==> src/rtl/trap_ctrl_pkg.sv <==
// trap_ctrl_pkg: shared constants for the machine-mode trap sequencer.
// Holds mcause codes, interrupt bit positions in mie/mip, the sequencer
// state encoding and small address helpers used by trap_ctrl.
package trap_ctrl_pkg;

    localparam int XLEN = 32;

    // Synchronous exception codes (mcause, interrupt bit clear)
    localparam logic [XLEN-1:0] CAUSE_INST_ADDR = 32'd0;
    localparam logic [XLEN-1:0] CAUSE_ILLEGAL   = 32'd2;
    localparam logic [XLEN-1:0] CAUSE_EBREAK    = 32'd3;
    localparam logic [XLEN-1:0] CAUSE_LD_ADDR   = 32'd4;
    localparam logic [XLEN-1:0] CAUSE_ST_ADDR   = 32'd6;
    localparam logic [XLEN-1:0] CAUSE_ECALL     = 32'd11;

    // Interrupt codes (mcause low bits, interrupt flag added separately)
    localparam logic [XLEN-1:0] CAUSE_M_SOFT    = 32'd3;
    localparam logic [XLEN-1:0] CAUSE_M_TIMER   = 32'd7;
    localparam logic [XLEN-1:0] CAUSE_M_EXT     = 32'd11;
    localparam logic [XLEN-1:0] CAUSE_INT_FLAG  = 32'h8000_0000;

    // Bit positions of the machine interrupts in mie/mip
    localparam int IRQ_MSI_BIT = 3;
    localparam int IRQ_MTI_BIT = 7;
    localparam int IRQ_MEI_BIT = 11;

    // Positions inside the compact pending vector handed to the encoder
    localparam int PEND_MSI = 0;
    localparam int PEND_MTI = 1;
    localparam int PEND_MEI = 2;

    typedef enum logic [1:0] {
        ST_IDLE     = 2'd0,
        ST_DRAIN    = 2'd1,
        ST_COMMIT   = 2'd2,
        ST_REDIRECT = 2'd3
    } trap_state_e;

    // Clear the two low bits of an address (mtvec mode field / mepc alignment)
    function automatic logic [XLEN-1:0] word_align(input logic [XLEN-1:0] addr);
        return {addr[XLEN-1:2], 2'b00};
    endfunction

endpackage

==> src/rtl/trap_prio_enc.sv <==
// trap_prio_enc: combinational arbiter for trap sources.
// Exceptions beat interrupts; within each class a fixed order applies.
// Interrupts are only considered while the global enable is set.
module trap_prio_enc
    import trap_ctrl_pkg::*;
(
    input  logic            i_ex_inst_addr,
    input  logic            i_ex_illegal,
    input  logic            i_ex_ebreak,
    input  logic            i_ex_ecall,
    input  logic            i_ex_ld_addr,
    input  logic            i_ex_st_addr,
    input  logic            i_mstatus_mie,
    input  logic [2:0]      i_irq_pend,
    output logic            o_valid,
    output logic            o_is_int,
    output logic [XLEN-1:0] o_cause
);

    // Fixed-priority selection: first matching source wins
    always_comb begin
        o_valid  = 1'b0;
        o_is_int = 1'b0;
        o_cause  = '0;
        if (i_ex_inst_addr) begin
            o_valid = 1'b1;
            o_cause = CAUSE_INST_ADDR;
        end else if (i_ex_illegal) begin
            o_valid = 1'b1;
            o_cause = CAUSE_ILLEGAL;
        end else if (i_ex_ebreak) begin
            o_valid = 1'b1;
            o_cause = CAUSE_EBREAK;
        end else if (i_ex_ecall) begin
            o_valid = 1'b1;
            o_cause = CAUSE_ECALL;
        end else if (i_ex_ld_addr) begin
            o_valid = 1'b1;
            o_cause = CAUSE_LD_ADDR;
        end else if (i_ex_st_addr) begin
            o_valid = 1'b1;
            o_cause = CAUSE_ST_ADDR;
        end else if (i_mstatus_mie && i_irq_pend[PEND_MEI]) begin
            o_valid  = 1'b1;
            o_is_int = 1'b1;
            o_cause  = CAUSE_INT_FLAG | CAUSE_M_EXT;
        end else if (i_mstatus_mie && i_irq_pend[PEND_MSI]) begin
            o_valid  = 1'b1;
            o_is_int = 1'b1;
            o_cause  = CAUSE_INT_FLAG | CAUSE_M_SOFT;
        end else if (i_mstatus_mie && i_irq_pend[PEND_MTI]) begin
            o_valid  = 1'b1;
            o_is_int = 1'b1;
            o_cause  = CAUSE_INT_FLAG | CAUSE_M_TIMER;
        end else begin
            o_valid  = 1'b0;
            o_is_int = 1'b0;
            o_cause  = '0;
        end
    end

endmodule

==> src/rtl/trap_ctrl.sv <==
// trap_ctrl: machine-mode trap sequencer (IDLE -> DRAIN -> COMMIT -> REDIRECT).
// Arbitrates exceptions, interrupts and MRET in IDLE, latches the winner,
// drains the pipeline, issues a single CSR write strobe and then a one-cycle
// fetch redirect. All outputs are registered and line up with the state.
// Optional feature macro: TRAP_VECTORED_EN (vectored interrupt targets when
// mtvec mode is 01); without it the target is always the mtvec base.
module trap_ctrl
    import trap_ctrl_pkg::*;
(
    input  logic            i_clk,
    input  logic            i_rst,
    input  logic [XLEN-1:0] i_pc,
    input  logic [XLEN-1:0] i_pc_next,
    input  logic [31:0]     i_inst,
    input  logic [XLEN-1:0] i_badaddr,
    input  logic            i_ex_inst_addr,
    input  logic            i_ex_illegal,
    input  logic            i_ex_ebreak,
    input  logic            i_ex_ecall,
    input  logic            i_ex_ld_addr,
    input  logic            i_ex_st_addr,
    input  logic            i_mret,
    input  logic            i_mstatus_mie,
    input  logic [XLEN-1:0] i_mie,
    input  logic [XLEN-1:0] i_mip,
    input  logic [XLEN-1:0] i_mtvec,
    input  logic [XLEN-1:0] i_mepc,
    input  logic            i_pipe_idle,
    output logic            o_stall,
    output logic            o_flush,
    output logic            o_trap_we,
    output logic            o_mret_we,
    output logic [XLEN-1:0] o_cause,
    output logic [XLEN-1:0] o_epc,
    output logic [XLEN-1:0] o_tval,
    output logic            o_redirect,
    output logic [XLEN-1:0] o_target,
    output logic            o_busy
);

    trap_state_e     r_state;
    trap_state_e     w_state_next;

    logic [XLEN-1:0] r_cause;
    logic [XLEN-1:0] r_epc;
    logic [XLEN-1:0] r_tval;
    logic [XLEN-1:0] r_target;
    logic            r_is_mret;
    logic            r_stall;
    logic            r_flush;
    logic            r_trap_we;
    logic            r_mret_we;
    logic            r_redirect;
    logic            r_busy;

    logic [2:0]      w_irq_pend;
    logic            w_prio_valid;
    logic            w_prio_is_int;
    logic [XLEN-1:0] w_prio_cause;
    logic [XLEN-1:0] w_tval;
    logic [XLEN-1:0] w_trap_target;
    logic [XLEN-1:0] w_mtvec_base;
    logic            w_load_trap;
    logic            w_load_mret;
    logic            w_is_mret_next;
    logic            w_unused;

    // Only the three machine interrupt bits of mie/mip matter
    assign w_irq_pend[PEND_MSI] = i_mie[IRQ_MSI_BIT] & i_mip[IRQ_MSI_BIT];
    assign w_irq_pend[PEND_MTI] = i_mie[IRQ_MTI_BIT] & i_mip[IRQ_MTI_BIT];
    assign w_irq_pend[PEND_MEI] = i_mie[IRQ_MEI_BIT] & i_mip[IRQ_MEI_BIT];
    assign w_unused             = ^{i_mie, i_mip, i_mtvec[1:0], i_mepc[1:0]};

    assign w_mtvec_base = word_align(i_mtvec);

    trap_prio_enc u_prio (
        .i_ex_inst_addr (i_ex_inst_addr),
        .i_ex_illegal   (i_ex_illegal),
        .i_ex_ebreak    (i_ex_ebreak),
        .i_ex_ecall     (i_ex_ecall),
        .i_ex_ld_addr   (i_ex_ld_addr),
        .i_ex_st_addr   (i_ex_st_addr),
        .i_mstatus_mie  (i_mstatus_mie),
        .i_irq_pend     (w_irq_pend),
        .o_valid        (w_prio_valid),
        .o_is_int       (w_prio_is_int),
        .o_cause        (w_prio_cause)
    );

    // mtval selection: faulting address for misaligned, opcode for illegal
    always_comb begin
        w_tval = '0;
        if (!w_prio_is_int) begin
            case (w_prio_cause)
                CAUSE_INST_ADDR,
                CAUSE_LD_ADDR,
                CAUSE_ST_ADDR:   w_tval = i_badaddr;
                CAUSE_ILLEGAL:   w_tval = XLEN'(i_inst);
                default:         w_tval = '0;
            endcase
        end else begin
            w_tval = '0;
        end
    end

`ifdef TRAP_VECTORED_EN
    // Vectored mode: interrupts jump to base + 4*code, exceptions to base
    always_comb begin
        w_trap_target = w_mtvec_base;
        if (w_prio_is_int && (i_mtvec[1:0] == 2'b01)) begin
            w_trap_target = w_mtvec_base + {w_prio_cause[XLEN-3:0], 2'b00};
        end else begin
            w_trap_target = w_mtvec_base;
        end
    end
`else
    // Direct mode only: every trap lands on the mtvec base
    always_comb begin
        w_trap_target = w_mtvec_base;
    end
`endif

    // Next-state logic and latch enables for the trap sequence
    always_comb begin
        w_state_next = r_state;
        w_load_trap  = 1'b0;
        w_load_mret  = 1'b0;
        case (r_state)
            ST_IDLE: begin
                if (w_prio_valid) begin
                    w_state_next = ST_DRAIN;
                    w_load_trap  = 1'b1;
                end else if (i_mret) begin
                    w_state_next = ST_DRAIN;
                    w_load_mret  = 1'b1;
                end else begin
                    w_state_next = ST_IDLE;
                end
            end
            ST_DRAIN: begin
                if (i_pipe_idle) begin
                    w_state_next = ST_COMMIT;
                end else begin
                    w_state_next = ST_DRAIN;
                end
            end
            ST_COMMIT:   w_state_next = ST_REDIRECT;
            ST_REDIRECT: w_state_next = ST_IDLE;
            default:     w_state_next = ST_IDLE;
        endcase
    end

    // Remember whether the sequence in flight is an MRET or a trap entry
    always_comb begin
        w_is_mret_next = r_is_mret;
        if (w_load_trap) begin
            w_is_mret_next = 1'b0;
        end else if (w_load_mret) begin
            w_is_mret_next = 1'b1;
        end else begin
            w_is_mret_next = r_is_mret;
        end
    end

    // State register
    always_ff @(posedge i_clk) begin
        if (i_rst) begin
            r_state   <= ST_IDLE;
            r_is_mret <= 1'b0;
        end else begin
            r_state   <= w_state_next;
            r_is_mret <= w_is_mret_next;
        end
    end

    // Latch the winning request's CSR values and redirect target in IDLE
    always_ff @(posedge i_clk) begin
        if (i_rst) begin
            r_cause  <= '0;
            r_epc    <= '0;
            r_tval   <= '0;
            r_target <= '0;
        end else if (w_load_trap) begin
            r_cause  <= w_prio_cause;
            r_epc    <= w_prio_is_int ? i_pc_next : i_pc;
            r_tval   <= w_tval;
            r_target <= w_trap_target;
        end else if (w_load_mret) begin
            r_target <= word_align(i_mepc);
        end else begin
            r_cause  <= r_cause;
            r_epc    <= r_epc;
            r_tval   <= r_tval;
            r_target <= r_target;
        end
    end

    // Control outputs registered from the next state so they align with it
    always_ff @(posedge i_clk) begin
        if (i_rst) begin
            r_stall    <= 1'b0;
            r_flush    <= 1'b0;
            r_trap_we  <= 1'b0;
            r_mret_we  <= 1'b0;
            r_redirect <= 1'b0;
            r_busy     <= 1'b0;
        end else begin
            r_stall    <= (w_state_next != ST_IDLE);
            r_flush    <= (w_state_next == ST_DRAIN);
            r_trap_we  <= (w_state_next == ST_COMMIT) && !w_is_mret_next;
            r_mret_we  <= (w_state_next == ST_COMMIT) &&  w_is_mret_next;
            r_redirect <= (w_state_next == ST_REDIRECT);
            r_busy     <= (w_state_next != ST_IDLE);
        end
    end

    assign o_stall    = r_stall;
    assign o_flush    = r_flush;
    assign o_trap_we  = r_trap_we;
    assign o_mret_we  = r_mret_we;
    assign o_redirect = r_redirect;
    assign o_busy     = r_busy;
    assign o_cause    = r_cause;
    assign o_epc      = r_epc;
    assign o_tval     = r_tval;
    assign o_target   = r_target;

endmodule

==> config.mk <==
export PLATFORM = sky130hd
export DESIGN_NAME = trap_ctrl
export DESIGN_NICKNAME = d
export VERILOG_FILES = /design/src/rtl/trap_ctrl_pkg.sv /design/src/rtl/trap_prio_enc.sv /design/src/rtl/trap_ctrl.sv
export SDC_FILE = /design/constraint.sdc
export NUM_CORES = 1
export LEC_CHECK = 0
export BUFFER_PORTS_ARGS = -buffer_cell sky130_fd_sc_hd__buf_2
export CAP_MARGIN = 10
export CORE_AREA = 2 2 154 156
export DETAILED_ROUTE_END_ITERATION = 6
export DIE_AREA = 0 0 156 158
export HOLD_SLACK_MARGIN = 0.15
export PLACE_DENSITY = 0.58
export SLEW_MARGIN = 0
export SYNTH_ARGS = -nofsm -noshare
export SYNTH_HDL_FRONTEND = slang
export SYNTH_SLANG_ARGS = --single-unit
export TNS_END_PERCENT = 30
==> constraint.sdc <==
create_clock -name i_clk -period 4.1 [get_ports i_clk]
set_input_delay 0.82 -clock i_clk [delete_from_list [all_inputs] [get_ports i_clk]]
set_output_delay 0.82 -clock i_clk [all_outputs]
set_load 0.005 [all_outputs]
==> results.toml, run 1 <==
[status]
status = "completed"

[logic_synthesis]
syn_area_um2 = 5010
ys_seq_elements = 107
netlist_instances = 495
synth_area_leaders = "dfxtp_1 43%, mux2i_1 19%, a211oi_1 9.4%"
syn_area_per_cell_um2 = 10.1
synth_top_area_share_pct = 42.7
synth_edf_count = 0
yosysWarningCount = 0
yosysTopAreaCell = "dfxtp_1"
synth-main-ff-cell = "dfxtp_1"
async_flop_share_pct = 0
synthDistinctLibCells = 40
yosysSeqAreaShare_pct = 42.7

[timing]
hold_ws_ns = 0.456
skew_ns = 0.00965
clock.fmax_mhz = 371
period_minus_slack_ns = 2.70
setup_viol = 0
slew_headroom_pct = 40.2
rsz0062_at_grt = "false"
finalSetupTns_ns = 0
period_share_pct = 65.8
final_max_slew_viol_count = 0
tightest_slew_ns = 0.895
hold_viol_final = 0

[worst_setup_path]
crit_arrival_ns = 2.93
cp_cell_sequence = "buf_2 -> a222oi_1 -> or4b_2 -> nand2_2 -> o311a_1"
start_kind = "input port"
cpMaxStageDelayCell = "a222oi_1"
cp.required_ns = 4.33
critPathMaxStageDelay_ns = 0.79
startpoint = "i_mie[7]"
path_class = "in2reg"
critPathCaptureType = "flop"
worstPathMaxFanout = 36
reg2reg_from = "r_state[1]$_SDFF_PP0_"

[clock_tree]
postCtsSetupBuffers = 0
cts.htree.levels = 3
clk_pin_slew_ns = 0.07
cts_hold_buffers = 0
clockRootBuffer = "clkbuf_16"
cts_buffers = 9
cts_tree = "done"
clk_latency_ns = 0.35
post_cts_resized = 0
cts.sinks = 107
clock_path_buffers = 2

[placement]
dp.cells = 1055
gp_congestion = 0.775
dpl.hpwl_um = 12000
port-buffer-count = 309

[routing]
wl_met3_um = 1380
vias_per_cell = 4.53
routed_wl_um = 16300
drt_pass1_iterations = 4
via_count = 4859
ant_nets = 0
m1WireLength_um = 6710
drtIter0Drc = 298
wl_per_cell_um = 15.2
highest_layer = "met4"
wl_met2_um = 7900
drc = 0

[power_and_ir_drop]
p_clk_share_pct = 33.2
p_leak_nw = 3.18
switchingPower_uw = 802
combPwrFrac_pct = 22.6
powerDensity_nw_per_um2 = 392
p_int_mw = 1.94
seqPwrFrac_pct = 44.2
ir_drop_uv = 223
switching_share_pct = 29.3

[final_layout]
stdcell_count = 1072
areaGrowthSynthToFinish_pct = 39.3
final_layout_size_suffix_gt1_share_pct = 44.2
fillCellCount = 2440
layout.nets = 1043

[global_route]
grt_pass1_wl_um = 24500
antenna_found_initial = 1
track_usage_pct = 12.7
grt_max_degree = 40
grt_pass1_vias = 4505
globalRouteOverflowTotal = 0

[floorplanning]
die-width_um = 156
start_util_pct = 21.7
die_h_um = 158
fp.coreArea_um2 = 23100
ios = 401
rows = 56
die_area_um2 = 24600

[worst_hold_path]
hold_class = "reg2reg"
hp-start = "o_tval[24]$_SDFFE_PP0P_"

[job]
drv_cap = 0
## synthesized netlist by cell type (2+ instances only)
cell,number
o211ai_1,3
a211oi_1,63
dfxtp_1,107
nor4b_1,2
nor3_1,38
nand3_1,3
a211o_1,3
nor2_1,9
o2bb2ai_1,32
a21oi_1,35
nand2b_1,4
clkbuf_1,15
buf_6,3
mux2i_1,94
buf_2,25
o21ai_0,2
buf_4,34
## critical path: cells and delay by family
family / cells / cell delay, ns
buf+inv: 1 / 0.10
simple gates: 2 / 0.71
compound gates: 2 / 1.29
## per-stage QoR
step	power, mW	setup WS, ns	instance area (um2)	util, %
floorplan	1.58	1.85	5120	-
global placement	1.85	1.07	6680	29.0
detailed placement	1.86	1.06	6680	29.0
CTS	2.79	1.43	6980	30.3
global route	2.91	1.27	6980	30.3
finish	2.74	1.40	6980	30.3
## metal layers
| layer | GRT usage [%] | vias up |
|---|---|---|
| met5 | 0 | - |
| met4 | 4.02 | 0 |
| met3 | 3.86 | 17 |
| met2 | 22.0 | 227 |
| met1 | 15.0 | 2227 |
| li1 | - | 2388 |
## cells in the final DEF (no fill, tap or decap), types with 4 or more instances in the layout
cell type  count
mux2i_1       94
buf_2        309
nor2_1         8
nor3_1        37
a211oi_1      62
dfxtp_1      107
buf_4         11
conb_1        29
o2bb2ai_1     32
nand2b_1       4
clkbuf_16      9
a21oi_1       35
## area by class of cell
| type | instances | area, um2 | area share [%] |
|---|---|---|---|
| Sequential cell | 107 | 2140 | 30.7 |
| Antenna cell | 1 | 2.50 | 0.0358 |
| Inverter | 1 | 3.75 | 0.0538 |
| Tap cell | 290 | 363 | 5.20 |
| Timing Repair Buffer | 320 | 1630 | 23.3 |
| Multi-Input combinational cell | 337 | 2540 | 36.3 |
| Clock buffer | 11 | 243 | 3.48 |
| Clock inverter | 5 | 61.3 | 0.878 |
## sequential cells by signal, summed over array words and instances (netlist names)
register,flops
o_cause,5
o_redirect,1
o_busy,1
r_state,2
o_epc,32
o_trap_we,1
o_tval,32
o_target,30
r_is_mret,1
o_flush,1
o_mret_we,1
## path summary, 6_finish.rpt
kind | cells after the start | endpoint | slack [ns]
setup reg to reg | 4 | o_cause[1]$_SDFFE_PP0P_ | 1.92
hold reg to reg | 1 | o_tval[24]$_SDFFE_PP0P_ | 0.46
setup / recovery | 5 | o_flush$_SDFF_PP0_ | 1.40
hold / removal | 1 | o_tval[24]$_SDFFE_PP0P_ | 0.46
## cell families after synthesis
group,after synthesis,synth area share (%)
simple gates,66,7.34
compound gates,148,21.4
flops,107,42.7
buf+inv,79,9.61
other cells,1,0.0748
mux,94,18.8
## power by group through the flow
stage               Combinational [mW]  Sequential, mW  Clock [mW]
finish                           0.618            1.21       0.910
CTS                              0.628            1.21       0.952
detailed placement               0.626            1.23           0
global placement                 0.623            1.23           0
floorplan                        0.341            1.24           0
global route                     0.689            1.23       0.998
Note: power is estimated with default switching activity, not from simulation.
==> inputs of run 2 (changes only) <==
--- a/config.mk
+++ b/config.mk
@@ -7,9 +7,9 @@
 export LEC_CHECK = 0
 export BUFFER_PORTS_ARGS = -buffer_cell sky130_fd_sc_hd__buf_2
 export CAP_MARGIN = 10
-export CORE_AREA = 2 2 154 156
+export CORE_AREA = 2 2 157 159
 export DETAILED_ROUTE_END_ITERATION = 6
-export DIE_AREA = 0 0 156 158
+export DIE_AREA = 0 0 159 161
 export HOLD_SLACK_MARGIN = 0.15
 export PLACE_DENSITY = 0.58
 export SLEW_MARGIN = 0
==> constraint.sdc (replaced) <==
create_clock -name i_clk -period 2.4 [get_ports i_clk]
set_input_delay 0.48 -clock i_clk [delete_from_list [all_inputs] [get_ports i_clk]]
set_output_delay 0.48 -clock i_clk [all_outputs]
set_load 0.005 [all_outputs]
==> run 2 against run 1 <==
Effect of this change:
- first-iteration DRC count is 23% lower
- global-route usage is 0.094 points higher
- count of clock-buffer cells in the layout is 1 higher
- critical path type is now reg2reg
- highest routed layer unchanged
==> results.toml, run 2 (same netlist as run 1, synthesis figures left out) <==
[status]
status = "completed"

[power_and_ir_drop]
switching_share_pct = 29.6
p_int_mw = 3.25
p_clk_share_pct = 30.9
combPwrFrac_pct = 24.5
switchingPower_mw = 1.37
powerDensity_nw_per_um2 = 641
p_leak_nw = 3.26
seqPwrFrac_pct = 44.6
ir_drop_uv = 204

[timing]
setup_viol = 0
period_minus_slack_ns = 2.09
finalWorstSetupSlack_ns = 0.312
clock.fmax_mhz = 479
final_max_slew_viol_count = 0
period_share_pct = 87.0
slew_headroom_pct = 26.9
hold_viol_final = 0
finalSetupTns_ns = 0
rsz0062_at_grt = "false"
tightest_slew_ns = 1.09
skew_ns = 0.00599
hold_ws_ns = 0.389

[clock_tree]
clk_pin_slew_ns = 0.07
cts_tree = "done"
clock_path_buffers = 2
postCtsSetupBuffers = 0
clockRootBuffer = "clkbuf_16"
clk_latency_ns = 0.35
cts_hold_buffers = 0
cts.sinks = 107
cts.htree.levels = 3
post_cts_resized = 0
cts_buffers = 9

[routing]
wl_per_cell_um = 15.0
ant_nets = 0
via_count = 4827
routed_wl_um = 16800
drc = 0
drtIter0Drc = 230
vias_per_cell = 4.31
drt_pass1_iterations = 6

[global_route]
grt_pass1_vias = 4757
track_usage_pct = 12.8
grt_pass1_wl_um = 26000
grt_max_degree = 43
antenna_found_initial = 2
globalRouteOverflowTotal = 0

[placement]
dp.cells = 1104
port-buffer-count = 309
dpl.hpwl_um = 12400
gp_congestion = 0.714
post-place-ws_ns = -0.0495

[worst_setup_path]
path_class = "reg2reg"
crit_arrival_ns = 2.34
critPathCaptureType = "flop"
cp.required_ns = 2.65
start_kind = "flop"
worstPathMaxFanout = 21

[floorplanning]
die_area_um2 = 25600
rows = 57
ios = 401
die-width_um = 159
die_h_um = 161
fp.coreArea_um2 = 24000
start_util_pct = 20.9

[final_layout]
areaGrowthSynthToFinish_pct = 43.8
layout_common_cells = "309 x buf_2, 107 x dfxtp_1, 94 x mux2i_1"
stdcell_count = 1121
fin_util_pct = 30.1
layout_commonest_cell = "buf_2"
final_layout_size_suffix_gt1_share_pct = 45.0
layout.nets = 1058

[worst_hold_path]
hold_class = "in2reg"

[job]
drv_cap = 0
[run 2: cell count changes in the layout (fill, tap and decap cells not counted)]
| cell | change |
|---|---|
| buf_12 | +8 |
| bufinv_16 | -1 |
| clkinvlp_4 | +2 |
| clkinv_2 | -1 |
| clkinv_4 | -2 |
| buf_4 | +7 |
| diode_2 | +1 |
| clkbuf_1 | +1 |
[run 2: critical path: stages, from the launching register on]
cell      delay, ns
dfxtp_1        0.34
a211oi_4       0.90
buf_4          0.39
o21ai_0        0.13
o32ai_1        0.23
[run 2: layout make-up]
class	instances	area (um2)
tap	324	405
inverter	1	3.75
multi-input combinational	337	2540
antenna	2	5.00
sequential	107	2140
clock inverter	3	23.8
timing repair buffer	335	1840
fill	2546	16800
clock buffer	12	246
[run 2: layer usage]
metal,global-route usage [%],vias up,part of all wire [%]
li1,-,2411,-
met1,15.9,2188,45
met2,21.6,213,48
met3,2.75,15,5.8
met4,5.12,0,1.6
met5,0,-,0
[run 2: power by group through the flow]
stage	Sequential, mW	Clock, mW	Combinational, mW
global route	2.09	1.56	1.26
global placement	2.10	0	1.14
floorplan	2.12	0	0.583
finish	2.06	1.43	1.13
detailed placement	2.10	0	1.15
CTS	2.06	1.50	1.15
[run 2: per-stage QoR]
stage | cell area, um2 | power (mW)
2_1_floorplan | 5120 | 2.70
3_3_place_gp | 6930 | 3.23
3_5_place_dp | 6930 | 3.25
4_1_cts | 7200 | 4.71
5_1_grt | 7210 | 4.90
6_report | 7210 | 4.62
[run 2: final timing paths]
path                                              start                      end  slack (ns)  depth (start not counted)
worst max-delay path              r_state[1]$_SDFF_PP0_  o_cause[1]$_SDFFE_PP0P_        0.31                          4
worst min-delay path                      i_badaddr[12]  o_tval[12]$_SDFFE_PP0P_        0.39                          3
worst max register to register    r_state[1]$_SDFF_PP0_  o_cause[1]$_SDFFE_PP0P_        0.31                          4
worst min register to register  o_tval[17]$_SDFFE_PP0P_  o_tval[17]$_SDFFE_PP0P_        0.46                          1
